==> src/rtl/game_frame_sequencer_if.sv <==
// Signal bundle between the game-flow sequencer and its neighbours: player controls and hit
// pulses in, colorizer frame selects, lives and round_reset out.
interface game_frame_sequencer_if;
    logic       start_btn;
    logic       map_sel;
    logic       tank_hit;
    logic       train_hit;
    logic       frame1;
    logic       frame2;
    logic       frame3;
    logic       frame4;
    logic       frame5;
    logic [2:0] tank_lives;
    logic [2:0] train_lives;
    logic       round_reset;

    modport master (
        output start_btn, map_sel, tank_hit, train_hit,
        input  frame1, frame2, frame3, frame4, frame5, tank_lives, train_lives, round_reset
    );

    modport slave (
        input  start_btn, map_sel, tank_hit, train_hit,
        output frame1, frame2, frame3, frame4, frame5, tank_lives, train_lives, round_reset
    );
endinterface

==> src/rtl/game_frame_sequencer.sv <==
// Game-flow state machine: title, two maps and two win screens, with per-player lives,
// a post-hit guard window and a timed return from the win screens to the title.
module game_frame_sequencer #(
    parameter int unsigned LIVES     = 3,
    parameter int unsigned HIT_GUARD = 25_000_000,
    parameter int unsigned WIN_HOLD  = 150_000_000
) (
    input logic                   clk,
    input logic                   rst_n,
    game_frame_sequencer_if.slave bus
);

    localparam int unsigned GuardW = (HIT_GUARD > 1) ? $clog2(HIT_GUARD) : 1;
    localparam int unsigned HoldW  = (WIN_HOLD > 1) ? $clog2(WIN_HOLD) : 1;

    localparam logic [2:0]        LivesInit = 3'(LIVES);
    localparam logic [GuardW-1:0] GuardLoad = GuardW'(HIT_GUARD - 1);
    localparam logic [GuardW-1:0] GuardOne  = GuardW'(1);
    localparam logic [HoldW-1:0]  HoldLoad  = HoldW'(WIN_HOLD - 1);
    localparam logic [HoldW-1:0]  HoldOne   = HoldW'(1);

    typedef enum logic [2:0] {
        StTitle,
        StPlay1,
        StPlay2,
        StTwin,
        StRwin
    } state_e;

    state_e            state_q, state_d;
    logic [2:0]        tank_lives_q, tank_lives_d;
    logic [2:0]        train_lives_q, train_lives_d;
    logic [GuardW-1:0] tank_guard_q, tank_guard_d;
    logic [GuardW-1:0] train_guard_q, train_guard_d;
    logic [HoldW-1:0]  hold_q, hold_d;
    logic              start_q;
    logic              round_reset_q, round_reset_d;

    logic start_rise;
    logic tank_take, train_take;
    logic tank_out, train_out;

    assign start_rise = bus.start_btn & ~start_q;

    always_comb begin
        state_d       = state_q;
        tank_lives_d  = tank_lives_q;
        train_lives_d = train_lives_q;
        tank_guard_d  = tank_guard_q;
        train_guard_d = train_guard_q;
        hold_d        = hold_q;
        round_reset_d = 1'b0;
        tank_take     = 1'b0;
        train_take    = 1'b0;
        tank_out      = 1'b0;
        train_out     = 1'b0;

        case (state_q)
            StTitle: begin
                if (start_rise) begin
                    state_d       = bus.map_sel ? StPlay2 : StPlay1;
                    tank_lives_d  = LivesInit;
                    train_lives_d = LivesInit;
                    tank_guard_d  = '0;
                    train_guard_d = '0;
                    round_reset_d = 1'b1;
                end
            end

            StPlay1, StPlay2: begin
                tank_take  = bus.tank_hit && (tank_guard_q == '0) && (tank_lives_q != 3'd0);
                train_take = bus.train_hit && (train_guard_q == '0) && (train_lives_q != 3'd0);

                if (tank_take) begin
                    tank_lives_d = tank_lives_q - 3'd1;
                    tank_guard_d = GuardLoad;
                end else if (tank_guard_q != '0) begin
                    tank_guard_d = tank_guard_q - GuardOne;
                end

                if (train_take) begin
                    train_lives_d = train_lives_q - 3'd1;
                    train_guard_d = GuardLoad;
                end else if (train_guard_q != '0) begin
                    train_guard_d = train_guard_q - GuardOne;
                end

                tank_out  = tank_take && (tank_lives_q == 3'd1);
                train_out = train_take && (train_lives_q == 3'd1);

                // Simultaneous knockout is a draw: straight back to the title, lives left at 0.
                if (tank_out && train_out) begin
                    state_d = StTitle;
                end else if (tank_out) begin
                    state_d = StRwin;
                    hold_d  = HoldLoad;
                end else if (train_out) begin
                    state_d = StTwin;
                    hold_d  = HoldLoad;
                end
            end

            StTwin, StRwin: begin
                if (hold_q == '0) begin
                    state_d = StTitle;
                end else begin
                    hold_d = hold_q - HoldOne;
                end
            end

            default: state_d = StTitle;
        endcase
    end

    always_ff @(posedge clk) begin
        if (!rst_n) begin
            state_q       <= StTitle;
            tank_lives_q  <= LivesInit;
            train_lives_q <= LivesInit;
            tank_guard_q  <= '0;
            train_guard_q <= '0;
            hold_q        <= '0;
            // Held high so a button already down through reset cannot start a game.
            start_q       <= 1'b1;
            round_reset_q <= 1'b0;
        end else begin
            state_q       <= state_d;
            tank_lives_q  <= tank_lives_d;
            train_lives_q <= train_lives_d;
            tank_guard_q  <= tank_guard_d;
            train_guard_q <= train_guard_d;
            hold_q        <= hold_d;
            start_q       <= bus.start_btn;
            round_reset_q <= round_reset_d;
        end
    end

    assign bus.frame1      = (state_q == StTitle);
    assign bus.frame2      = (state_q == StPlay1);
    assign bus.frame3      = (state_q == StPlay2);
    assign bus.frame4      = (state_q == StTwin);
    assign bus.frame5      = (state_q == StRwin);
    assign bus.tank_lives  = tank_lives_q;
    assign bus.train_lives = train_lives_q;
    assign bus.round_reset = round_reset_q;

endmodule
==> src/flat_wrapper.sv <==
// flat-port wrapper written by rule: the top's interface ports become plain ports
module game_frame_sequencer_flat 
#(
    parameter int unsigned LIVES     = 3,
    parameter int unsigned HIT_GUARD = 25_000_000,
    parameter int unsigned WIN_HOLD  = 150_000_000
)
  (clk, rst_n, bus_start_btn, bus_map_sel, bus_tank_hit, bus_train_hit, bus_frame1, bus_frame2, bus_frame3, bus_frame4, bus_frame5, bus_tank_lives, bus_train_lives, bus_round_reset);
  game_frame_sequencer_if bus_i ();
  input logic clk;
  input logic rst_n;
  input wire logic [$bits(bus_i.start_btn)-1:0] bus_start_btn;
  input wire logic [$bits(bus_i.map_sel)-1:0] bus_map_sel;
  input wire logic [$bits(bus_i.tank_hit)-1:0] bus_tank_hit;
  input wire logic [$bits(bus_i.train_hit)-1:0] bus_train_hit;
  output wire logic [$bits(bus_i.frame1)-1:0] bus_frame1;
  output wire logic [$bits(bus_i.frame2)-1:0] bus_frame2;
  output wire logic [$bits(bus_i.frame3)-1:0] bus_frame3;
  output wire logic [$bits(bus_i.frame4)-1:0] bus_frame4;
  output wire logic [$bits(bus_i.frame5)-1:0] bus_frame5;
  output wire logic [$bits(bus_i.tank_lives)-1:0] bus_tank_lives;
  output wire logic [$bits(bus_i.train_lives)-1:0] bus_train_lives;
  output wire logic [$bits(bus_i.round_reset)-1:0] bus_round_reset;
  assign bus_i.start_btn = bus_start_btn;
  assign bus_i.map_sel = bus_map_sel;
  assign bus_i.tank_hit = bus_tank_hit;
  assign bus_i.train_hit = bus_train_hit;
  assign bus_frame1 = bus_i.frame1;
  assign bus_frame2 = bus_i.frame2;
  assign bus_frame3 = bus_i.frame3;
  assign bus_frame4 = bus_i.frame4;
  assign bus_frame5 = bus_i.frame5;
  assign bus_tank_lives = bus_i.tank_lives;
  assign bus_train_lives = bus_i.train_lives;
  assign bus_round_reset = bus_i.round_reset;
  game_frame_sequencer #(.LIVES(LIVES), .HIT_GUARD(HIT_GUARD), .WIN_HOLD(WIN_HOLD)) u_core (.clk(clk), .rst_n(rst_n), .bus(bus_i));
endmodule
==> config.mk <==
export PLATFORM = sky130hd
export DESIGN_NAME = game_frame_sequencer_flat
export DESIGN_NICKNAME = d
export VERILOG_FILES = /design/src/rtl/game_frame_sequencer_if.sv /design/src/rtl/game_frame_sequencer.sv /design/src/flat_wrapper.sv
export SDC_FILE = /design/constraint.sdc
export NUM_CORES = 1
export LEC_CHECK = 0
export CORE_MARGIN = 1.5
export CORE_UTILIZATION = 40
export DETAILED_ROUTE_END_ITERATION = 8
export GPL_TIMING_DRIVEN = 0
export PLACE_DENSITY = 0.56
export SETUP_SLACK_MARGIN = 0.5
export SYNTH_ARGS = -nofsm -noshare
export SYNTH_HDL_FRONTEND = slang
export SYNTH_SLANG_ARGS = --single-unit
==> constraint.sdc <==
create_clock -name clk -period 3.55 [get_ports clk]
set_input_delay 0.71 -clock clk [delete_from_list [all_inputs] [get_ports clk]]
set_output_delay 0.71 -clock clk [all_outputs]
set_load 0.05 [all_outputs]
==> impl_metrics.tcl, run 1 <==
set metrics [dict create \
    yosysSeqAreaShare 0.3455 \
    finalSetupTns_ps 0 \
    port-buffer-count 16 \
    path_buf_inv 2 \
    cp_data_required_time_ps 3800 \
    clock_latency_ps 360 \
    final_nets 703 \
    row_count 41 \
    cp-start-kind "flip-flop" \
    gp_congestion 0.8551 \
    hold_class "reg2reg" \
    ant_nets 0 \
    synthFlopType "dfxtp_1" \
    tritoncts "yes" \
    hold_viol 0 \
    dr.pass1.iters 5 \
    num_antenna_cells 0 \
    syn_to_final_growth_pct 15.65 \
    layout-drive-gt1-share 0.09710 \
    root_buffer "clkbuf_16" \
    grt_pass1_wl_mm 25.35 \
    gr-total-overflow 0 \
    multi_input_area_mm2 0.003176 \
    finalSetupViolations 0 \
    synth-edff-count 0 \
    core_area_mm2 0.01262 \
    slew_violations 0 \
    clkTransAtPathRegs_ps 70 \
    yosysUniqueCellTypes 68 \
    fin_hold_ws_ps 474.8 \
    num-fill-cells 1288 \
    vias_per_cell 6.064 \
    ys_warn_count 0 \
    crit_type "reg2reg" \
    clock.fmax_mhz 338.6 \
    maxSlewHeadroom 0.3232 \
    htreeDepth 3 \
    clockBufferDepth 2 \
    fin_skew_ps 8.600 \
    via_count 5227 \
    worstSetupEndpointType "flip-flop" \
    period_needed_ps 2953 \
    grt_pass1_vias 4725 \
    die_w_um 116.5 \
    slowest_delay_ps 580 \
    die_h_um 116.5 \
    worstPathArrival_ps 3210 \
    regArea_mm2 0.001782 \
    io_pins 18 \
    synth_cells 655 \
    timing.final.crit_share 0.8319 \
    gr-usage-all-layers 0.2410 \
    grt_max_degree 15 \
    async_reset_ff_frac 0 \
    wire_per_inst_um 18.16 \
    worstMarginPinSlew_ps 1007 \
    rsz0062_at_grt "false" \
    dieArea_mm2 0.01358 \
    ys_ff_latch 89 \
    cts_made_buffers 9 \
    initial_core_util 0.4086 \
    antenna_found_initial 0 \
    max_cap_viol_count 0 \
    path_max_fanout 10 \
    cp_top_family "simple AND/OR/NAND/NOR gates" \
    hpwl_mm 10.70 \
    holdBufCountCts 0 \
    worstPathCellList "inv_1 > ha_1 > or4b_2 > or4_4 > o31a_1 > a211o_4 > and2_4 > buf_6 > o211a_1" \
    syn_nets 673 \
    wirelength_mm 15.66 \
    clock-sinks 89 \
    syn_avg_cell_area_um2 7.872 \
    netlist_area_mm2 0.005156 \
    slowest_stage "or4b_2" \
    drc 0 \
    drt-initial-drc-count 526 \
    status "completed" \
]
==> synth_stat cells (all sizes together) (3+ instances only) <==
cell type	count	area, µm²
o21ai	38	190.2
and2	3	21.27
and4	5	43.79
nand2b	6	37.54
nor3b	4	30.03
o41ai	4	35.03
nor3	31	155.2
nor2	65	244.0
nor4	24	177.7
o211ai	4	30.03
and3	6	37.54
nor2b	3	18.77
a311oi	13	132.6
nand2	44	165.2
nor4b	3	26.28
or3	15	93.84
dfxtp	89	1782
nand4	13	81.33
o221a	11	123.9
a211oi	6	50.05
or2	6	37.54
nand3	23	115.1
or4	12	93.84
xnor2	8	70.07
buf	7	40.03
o31ai	5	37.54
a21oi	57	285.3
xor2	6	52.55
a31oi	28	175.2
inv	28	105.1
ha	12	150.1
clkbuf	30	112.6
o21a	10	75.07
==> kinds of logic after synthesis <==
group	after synthesis	share of synthesized area
and+or+nand+nor	274	0.2863
AOI/OAI and AO/OA	199	0.2611
DFF	89	0.3455
buffers and inverters	65	0.04999
xor gates and xnor gates	14	0.02378
adders and majority gates	12	0.02912
muxes	2	0.004125
==> metal layers <==
layer	vias to the layer above	part of all wire	track usage
met3	20	0.064	0.03892
li1	2542	-	-
met1	2459	0.49	0.3543
met4	0	0.021	0.09799
met2	206	0.42	0.3498
met5	-	0	0
==> worst reg2reg max path: stages (launching register included) <==
cell,delay [ps]
dfxtp_1,350
inv_1,100
ha_1,160
or4b_2,580
or4_4,440
o31a_1,370
a211o_4,340
and2_4,170
buf_6,150
o211a_1,210
==> cells in the final DEF (no fill, tap or decap), drive strengths merged, types with 8 or more instances in the layout <==
| cell | instances |
|---|---|
| nor4 | 24 |
| dfxtp | 89 |
| o21a | 10 |
| or4 | 12 |
| o21ai | 38 |
| xnor2 | 8 |
| nor2 | 65 |
| inv | 28 |
| o221a | 11 |
| buf | 10 |
| clkbuf | 40 |
| or3 | 15 |
| clkdlybuf4s50 | 15 |
| nor3 | 31 |
| a21oi | 57 |
| a311oi | 13 |
| nand4 | 13 |
| ha | 12 |
| a31oi | 28 |
| nand2 | 44 |
| nand3 | 23 |
==> final cells by class <==
cell class	instances	share of cell area
well taps	172	0.03609
plain buffers	37	0.02623
multi-input cells	501	0.5325
clock inverters	6	0.01762
repair buffers	19	0.03105
inverters	28	0.01762
flip-flops and latches	89	0.2988
clock buffers	10	0.04008
==> registers in the layout, indices dropped and copies added, names as in the netlist <==
register,flops
u_core.tank_guard_q,25
u_core.start_q,1
u_core.bus.round_reset,1
u_core.bus.train_lives,3
u_core.bus.tank_lives,3
u_core.state_q,3
u_core.train_guard_q,25
u_core.hold_q,28
==> metrics by stage <==
step                      std cells  utilization  area, µm²  setup slack, ps
after floorplan                 655            -       5166            832.9
after global routing            862       0.4725       5963            499.1
after detailed placement        843       0.4391       5542            340.8
final                           862       0.4725       5963            596.7
after global placement          843       0.4391       5542            312.5
after CTS                       859       0.4678       5903            536.8
==> worst paths after layout <==
kind | from | to | slack [ps] | depth (start not counted)
min | u_core.tank_guard_q[0] | u_core.tank_guard_q[0] | 470 | 2
max reg2reg | u_core.hold_q[1] | u_core.hold_q[23] | 600 | 9
max | u_core.hold_q[1] | u_core.hold_q[23] | 600 | 9
min reg2reg | u_core.tank_guard_q[0] | u_core.tank_guard_q[0] | 470 | 2
==> what timing repair did <==
action | CTS | global route
cloned | 0 | 0
hold endpoints to repair | 0 | 0
pin swaps | 0 | 2
resized for setup | 4 | 11
setup buffers | 0 | 3
setup endpoints to repair | 24 | 58
Power of run 1 is not shown: default switching activity piles up to over one toggle a cycle in this logic, so the estimate is an artifact.
==> inputs of run 2 (changes only) <==
--- a/config.mk
+++ b/config.mk
@@ -9,7 +9,7 @@
 export CORE_UTILIZATION = 40
 export DETAILED_ROUTE_END_ITERATION = 8
 export GPL_TIMING_DRIVEN = 0
-export PLACE_DENSITY = 0.56
+export PLACE_DENSITY = 0.58
 export SETUP_SLACK_MARGIN = 0.5
 export SYNTH_ARGS = -nofsm -noshare
 export SYNTH_HDL_FRONTEND = slang
==> constraint.sdc (replaced) <==
create_clock -name clk -period 2.49 [get_ports clk]
set_input_delay 0.498 -clock clk [delete_from_list [all_inputs] [get_ports clk]]
set_output_delay 0.498 -clock clk [all_outputs]
set_load 0.05 [all_outputs]
==> run 2 against run 1 <==
Against the previous run:
- the flow now finishes with violations (setup timing)
- setup slack worse by 830 ps
- register-to-register slack worse by 830 ps
- clock skew is 1.8 ps higher
- critical endpoint unchanged
==> impl_metrics.tcl, run 2 (synthesized netlist as in run 1, its figures left out) <==
set metrics [dict create \
    mostFrequentLayoutCells "dfxtp_1 (61), buf_4 (58), nor2_1 (57)" \
    root_buffer "clkbuf_16" \
    syn_to_final_growth_pct 52.12 \
    mostFrequentLayoutCell "dfxtp_1" \
    drc 0 \
    antenna_found_initial 0 \
    largest_reg_flops 28 \
    clock.fmax_mhz 367.8 \
    worstMarginPinSlew_ps 820.3 \
    num_antenna_cells 0 \
    setup_slack_ps -229.0 \
    via_count 5823 \
    cts_made_buffers 9 \
    final_nets 782 \
    htreeDepth 3 \
    die_w_um 116.5 \
    cp_top_family "simple AND/OR/NAND/NOR gates" \
    dr.pass1.iters 6 \
    wire_per_inst_um 20.20 \
    clock-sinks 89 \
    path_buf_inv 2 \
    hpwl_mm 11.36 \
    period_needed_ps 2719 \
    regMostFlops "u_core.hold_q" \
    gp_congestion 0.9225 \
    finalSetupViolations 31 \
    max_cap_viol_count 0 \
    largest_registers "u_core.hold_q: 28 flops, u_core.tank_guard_q: 25 flops, u_core.train_guard_q: 25 flops" \
    rsz0062_at_grt "true" \
    maxSlewHeadroom 0.4531 \
    slew_violations 0 \
    gr-total-overflow 0 \
    fin_skew_ps 10.42 \
    grt_max_degree 15 \
    multi_input_area_mm2 0.004086 \
    worstPathArrival_ps 2970 \
    timing.final.crit_share 1.092 \
    grt_pass1_wl_mm 28.75 \
    cp_data_required_time_ps 2740 \
    drt-initial-drc-count 579 \
    cp_common_cell "or4_4" \
    io_pins 18 \
    path_max_fanout 10 \
    slowest_stage "or4_4" \
    postLayoutCoreUtil 0.6216 \
    clockBufferDepth 2 \
    cp-start-kind "flip-flop" \
    initial_core_util 0.4086 \
    ant_nets 0 \
    grt_pass1_vias 5482 \
    port-buffer-count 16 \
    slowest_delay_ps 510 \
    placed_cell_area_mm2 0.005924 \
    core_area_mm2 0.01262 \
    clock_latency_ps 360 \
    crit_type "reg2reg" \
    tritoncts "yes" \
    die_h_um 116.5 \
    num-fill-cells 1075 \
    hold_viol 0 \
    wirelength_mm 19.01 \
    violations "setup timing" \
    status "finished with violations" \
    clkTransAtPathRegs_ps 70 \
    holdBufCountCts 0 \
    dieArea_mm2 0.01358 \
    vias_per_cell 6.188 \
    gr-usage-all-layers 0.2766 \
    hold_class "reg2reg" \
    layout-drive-gt1-share 0.4096 \
    final_area_mm2 0.007844 \
    row_count 41 \
    regArea_mm2 0.001832 \
    worstPathCellList "or4_4 > buf_6 > or4_4 > o31a_1 > a211o_4 > and2_4 > buf_12 > o211a_1" \
    worstSetupEndpointType "flip-flop" \
]
==> run 2: changes by cell type in the layout (fill, tap and decap cells not counted), moves of 9 or more <==
cell / previous run / this run
dfxtp_1: 89 / 61
clkdlybuf4s50_1: 15 / 4
nand3_2: 0 / 9
a21oi_1: 56 / 35
clkbuf_1: 29 / 12
buf_8: 0 / 11
o21ai_0: 36 / 23
buf_6: 1 / 21
buf_4: 4 / 58
dfxtp_2: 0 / 22
a21oi_2: 1 / 21
nand3_1: 23 / 12
==> run 2: worst register-to-register path: stages, from the launching register on <==
cell and delay, ps:
dfxtp_4 340, or4_4 510, buf_6 130, or4_4 500
o31a_1 300, a211o_4 310, and2_4 170, buf_12 150
o211a_1 200
==> run 2: path summary, 6_finish.rpt <==
kind              cells after the start               startpoint  slack (ps)                 endpoint
setup / recovery                      8        u_core.hold_q[14]        -230        u_core.hold_q[23]
hold reg to reg                       2  u_core.train_guard_q[1]         480  u_core.train_guard_q[1]
setup reg to reg                      8        u_core.hold_q[14]        -230        u_core.hold_q[23]
hold / removal                        2  u_core.train_guard_q[1]         480  u_core.train_guard_q[1]
==> run 2: cell type report <==
cell class	instances	area share
Multi-Input combinational cell	501	0.5210
Sequential cell	89	0.2335
Timing Repair Buffer	98	0.1185
Buffer	37	0.04722
Clock buffer	11	0.03095
Tap cell	172	0.02744
Inverter	28	0.01436
Clock inverter	5	0.007019
==> run 2: per-layer routing <==
layer | GRT usage | vias to the layer above | wire length [µm] | share of wire
met1 | 0.3653 | 2811 | 8181 | 0.43
li1 | - | 2718 | - | -
met5 | 0 | - | 0 | 0
met2 | 0.4482 | 237 | 9022 | 0.47
met4 | 0.1333 | 0 | 673 | 0.035
met3 | 0.03684 | 57 | 1128 | 0.059
==> run 2: through the flow <==
step	std cells	setup WS, ps	setup TNS, ps	hold WS [ps]
after global routing	941	-267.1	-5905	488.0
final	941	-229.0	-4390	475.2
after CTS	908	-315.1	-6600	451.0
after floorplan	655	-170.4	-1980	441.3
after detailed placement	843	-538.3	-16050	473.3
after global placement	843	-487.6	-12820	460.1
==> run 2: what timing repair did <==
action | 4_1_cts | 5_1_grt
pin swaps | 50 | 43
endpoints found under the setup margin | 98 | 90
buffers inserted | 47 | 31
cloned | 2 | 2
gates resized for setup | 169 | 93
Power of run 2 is left out for the same reason.
==> inputs of run 3 (changes only) <==
--- a/config.mk
+++ b/config.mk
@@ -9,7 +9,7 @@
 export CORE_UTILIZATION = 40
 export DETAILED_ROUTE_END_ITERATION = 8
 export GPL_TIMING_DRIVEN = 0
-export PLACE_DENSITY = 0.58
+export PLACE_DENSITY = 0.56
 export SETUP_SLACK_MARGIN = 0.5
 export SYNTH_ARGS = -nofsm -noshare
 export SYNTH_HDL_FRONTEND = slang
==> constraint.sdc (replaced) <==
create_clock -name clk -period 2.7 [get_ports clk]
set_input_delay 0.54 -clock clk [delete_from_list [all_inputs] [get_ports clk]]
set_output_delay 0.54 -clock clk [all_outputs]
set_load 0.05 [all_outputs]
==> run 3 against run 2 <==
Against the previous run:
- the flow still finishes with violations (setup timing)
- worst hold slack worse by 2.9 ps
- clock-buffer cell count is 1 lower
- register-to-register slack better by 160 ps
- design area hardly changed
- global-route usage is 1.3 points lower
- flip-flop and latch count stayed put
- sequential share of layout area hardly changed
- die area stayed put
- core utilization is 0.060 points higher
- critical path depth is 1 higher
- cell count is 0.11% higher
==> impl_metrics.tcl, run 3 (synthesized netlist as in run 1, its figures left out) <==
set metrics [dict create \
    status "finished with violations" \
    violations "setup timing" \
    gr-usage-all-layers 0.2640 \
    largest_reg_flops 28 \
    grt_max_degree 15 \
    syn_to_final_growth_pct 52.27 \
    layout-drive-gt1-share 0.4000 \
    max_cap_viol_count 0 \
    timing.final.crit_share 1.024 \
    path_buf_inv 3 \
    post-place-ws_ps -343.1 \
    clkTransAtPathRegs_ps 70 \
    placed_cells 843 \
    crit_type "reg2reg" \
    row_count 41 \
    cts_made_buffers 9 \
    via_count 5808 \
    slowest_stage "or4_4" \
    worstPathArrival_ps 2970 \
    clock_latency_ps 360 \
    path_max_fanout 5 \
    hold_viol 0 \
    mostFrequentLayoutCells "dfxtp_1 (65), nor2_1 (59), buf_4 (59)" \
    regMostFlops "u_core.hold_q" \
    dieArea_mm2 0.01358 \
    cp_common_cell "or4_4" \
    clockBufferDepth 2 \
    fin_skew_ps 9.873 \
    clock-sinks 89 \
    slew_violations 0 \
    wirelength_mm 18.42 \
    hold_class "reg2reg" \
    die_w_um 116.5 \
    final_cells 942 \
    hpwl_mm 10.96 \
    worstPathCellList "or4_4 > buf_6 > or4_4 > o31a_1 > a211o_4 > buf_4 > buf_12 > a31oi_4 > a211oi_2" \
    period_needed_ps 2766 \
    finalSetupTns_ps -323.1 \
    die_h_um 116.5 \
    io_pins 18 \
    rsz0062_at_grt "true" \
    cp_data_required_time_ps 2910 \
    wire_per_inst_um 19.56 \
    core_area_mm2 0.01262 \
    cp_top_family "simple AND/OR/NAND/NOR gates" \
    vias_per_cell 6.166 \
    grt_pass1_vias 5330 \
    htreeDepth 3 \
    final_nets 784 \
    dr.pass1.iters 6 \
    root_buffer "clkbuf_16" \
    antenna_found_initial 0 \
    grt_pass1_wl_mm 27.70 \
    initial_core_util 0.4086 \
    clock.fmax_mhz 361.6 \
    maxSlewHeadroom 0.4472 \
    mostFrequentLayoutCell "dfxtp_1" \
    setup_slack_ps -65.69 \
    gr-total-overflow 0 \
    drc 0 \
    finalSetupViolations 12 \
    postLayoutCoreUtil 0.6222 \
    drt-initial-drc-count 596 \
    tritoncts "yes" \
    worstSetupEndpointType "flip-flop" \
    num_antenna_cells 0 \
    gp_congestion 0.8749 \
    slowest_delay_ps 520 \
    cp-start-kind "flip-flop" \
    largest_registers "u_core.hold_q: 28 flops, u_core.tank_guard_q: 25 flops, u_core.train_guard_q: 25 flops" \
    ant_nets 0 \
    port-buffer-count 16 \
    worstMarginPinSlew_ps 826.1 \
]
==> run 3: final cells by class <==
type	count	area [µm²]
clock inverters	5	56.30
plain buffers	37	325.3
clock buffers	10	239.0
well taps	172	215.2
flip-flops and latches	89	1832
fillers	1057	4768
repair buffers	100	933.4
inverters	28	107.6
multi-input cells	501	4143
==> run 3: worst paths after layout <==
kind	startpoint	to	slack, ps	cells after the start
worst max-delay path	u_core.hold_q[16]	u_core.hold_q[5]	-70	9
worst min-delay path	u_core.tank_guard_q[0]	u_core.tank_guard_q[0]	470	2
worst max register to register	u_core.hold_q[16]	u_core.hold_q[5]	-70	9
worst min register to register	u_core.tank_guard_q[0]	u_core.tank_guard_q[0]	470	2
==> run 3: tightest hold or removal path, delay by kind of cell, from the launching register on <==
kind             cells  cell delay, ps
AND/OR/NAND/NOR      1              60
flip-flops           1             320
AO/OA/AOI/OAI        1              50
==> run 3: metal layers <==
layer | global-route usage | part of all wire | vias up
li1 | - | - | 2710
met1 | 0.3563 | 0.45 | 2839
met2 | 0.4278 | 0.47 | 225
met3 | 0.05397 | 0.064 | 34
met4 | 0.07791 | 0.022 | 0
met5 | 0 | 0 | -
==> run 3: through the flow <==
step	hold WS [ps]	cell area, µm²
2_1_floorplan	441.3	5323
5_1_grt	505.7	7851
3_3_place_gp	454.2	5698
6_report	472.3	7851
3_5_place_dp	464.7	5698
4_1_cts	477.6	7044
==> run 3: repair_timing <==
item	in CTS	in global routing
hold endpoints to repair	0	0
endpoints found under the setup margin	92	89
hold buffers	0	0
buffers inserted	44	36
cloned	4	0
resized for setup	163	133
pin swaps	47	55
Power of run 3 is left out for the same reason.
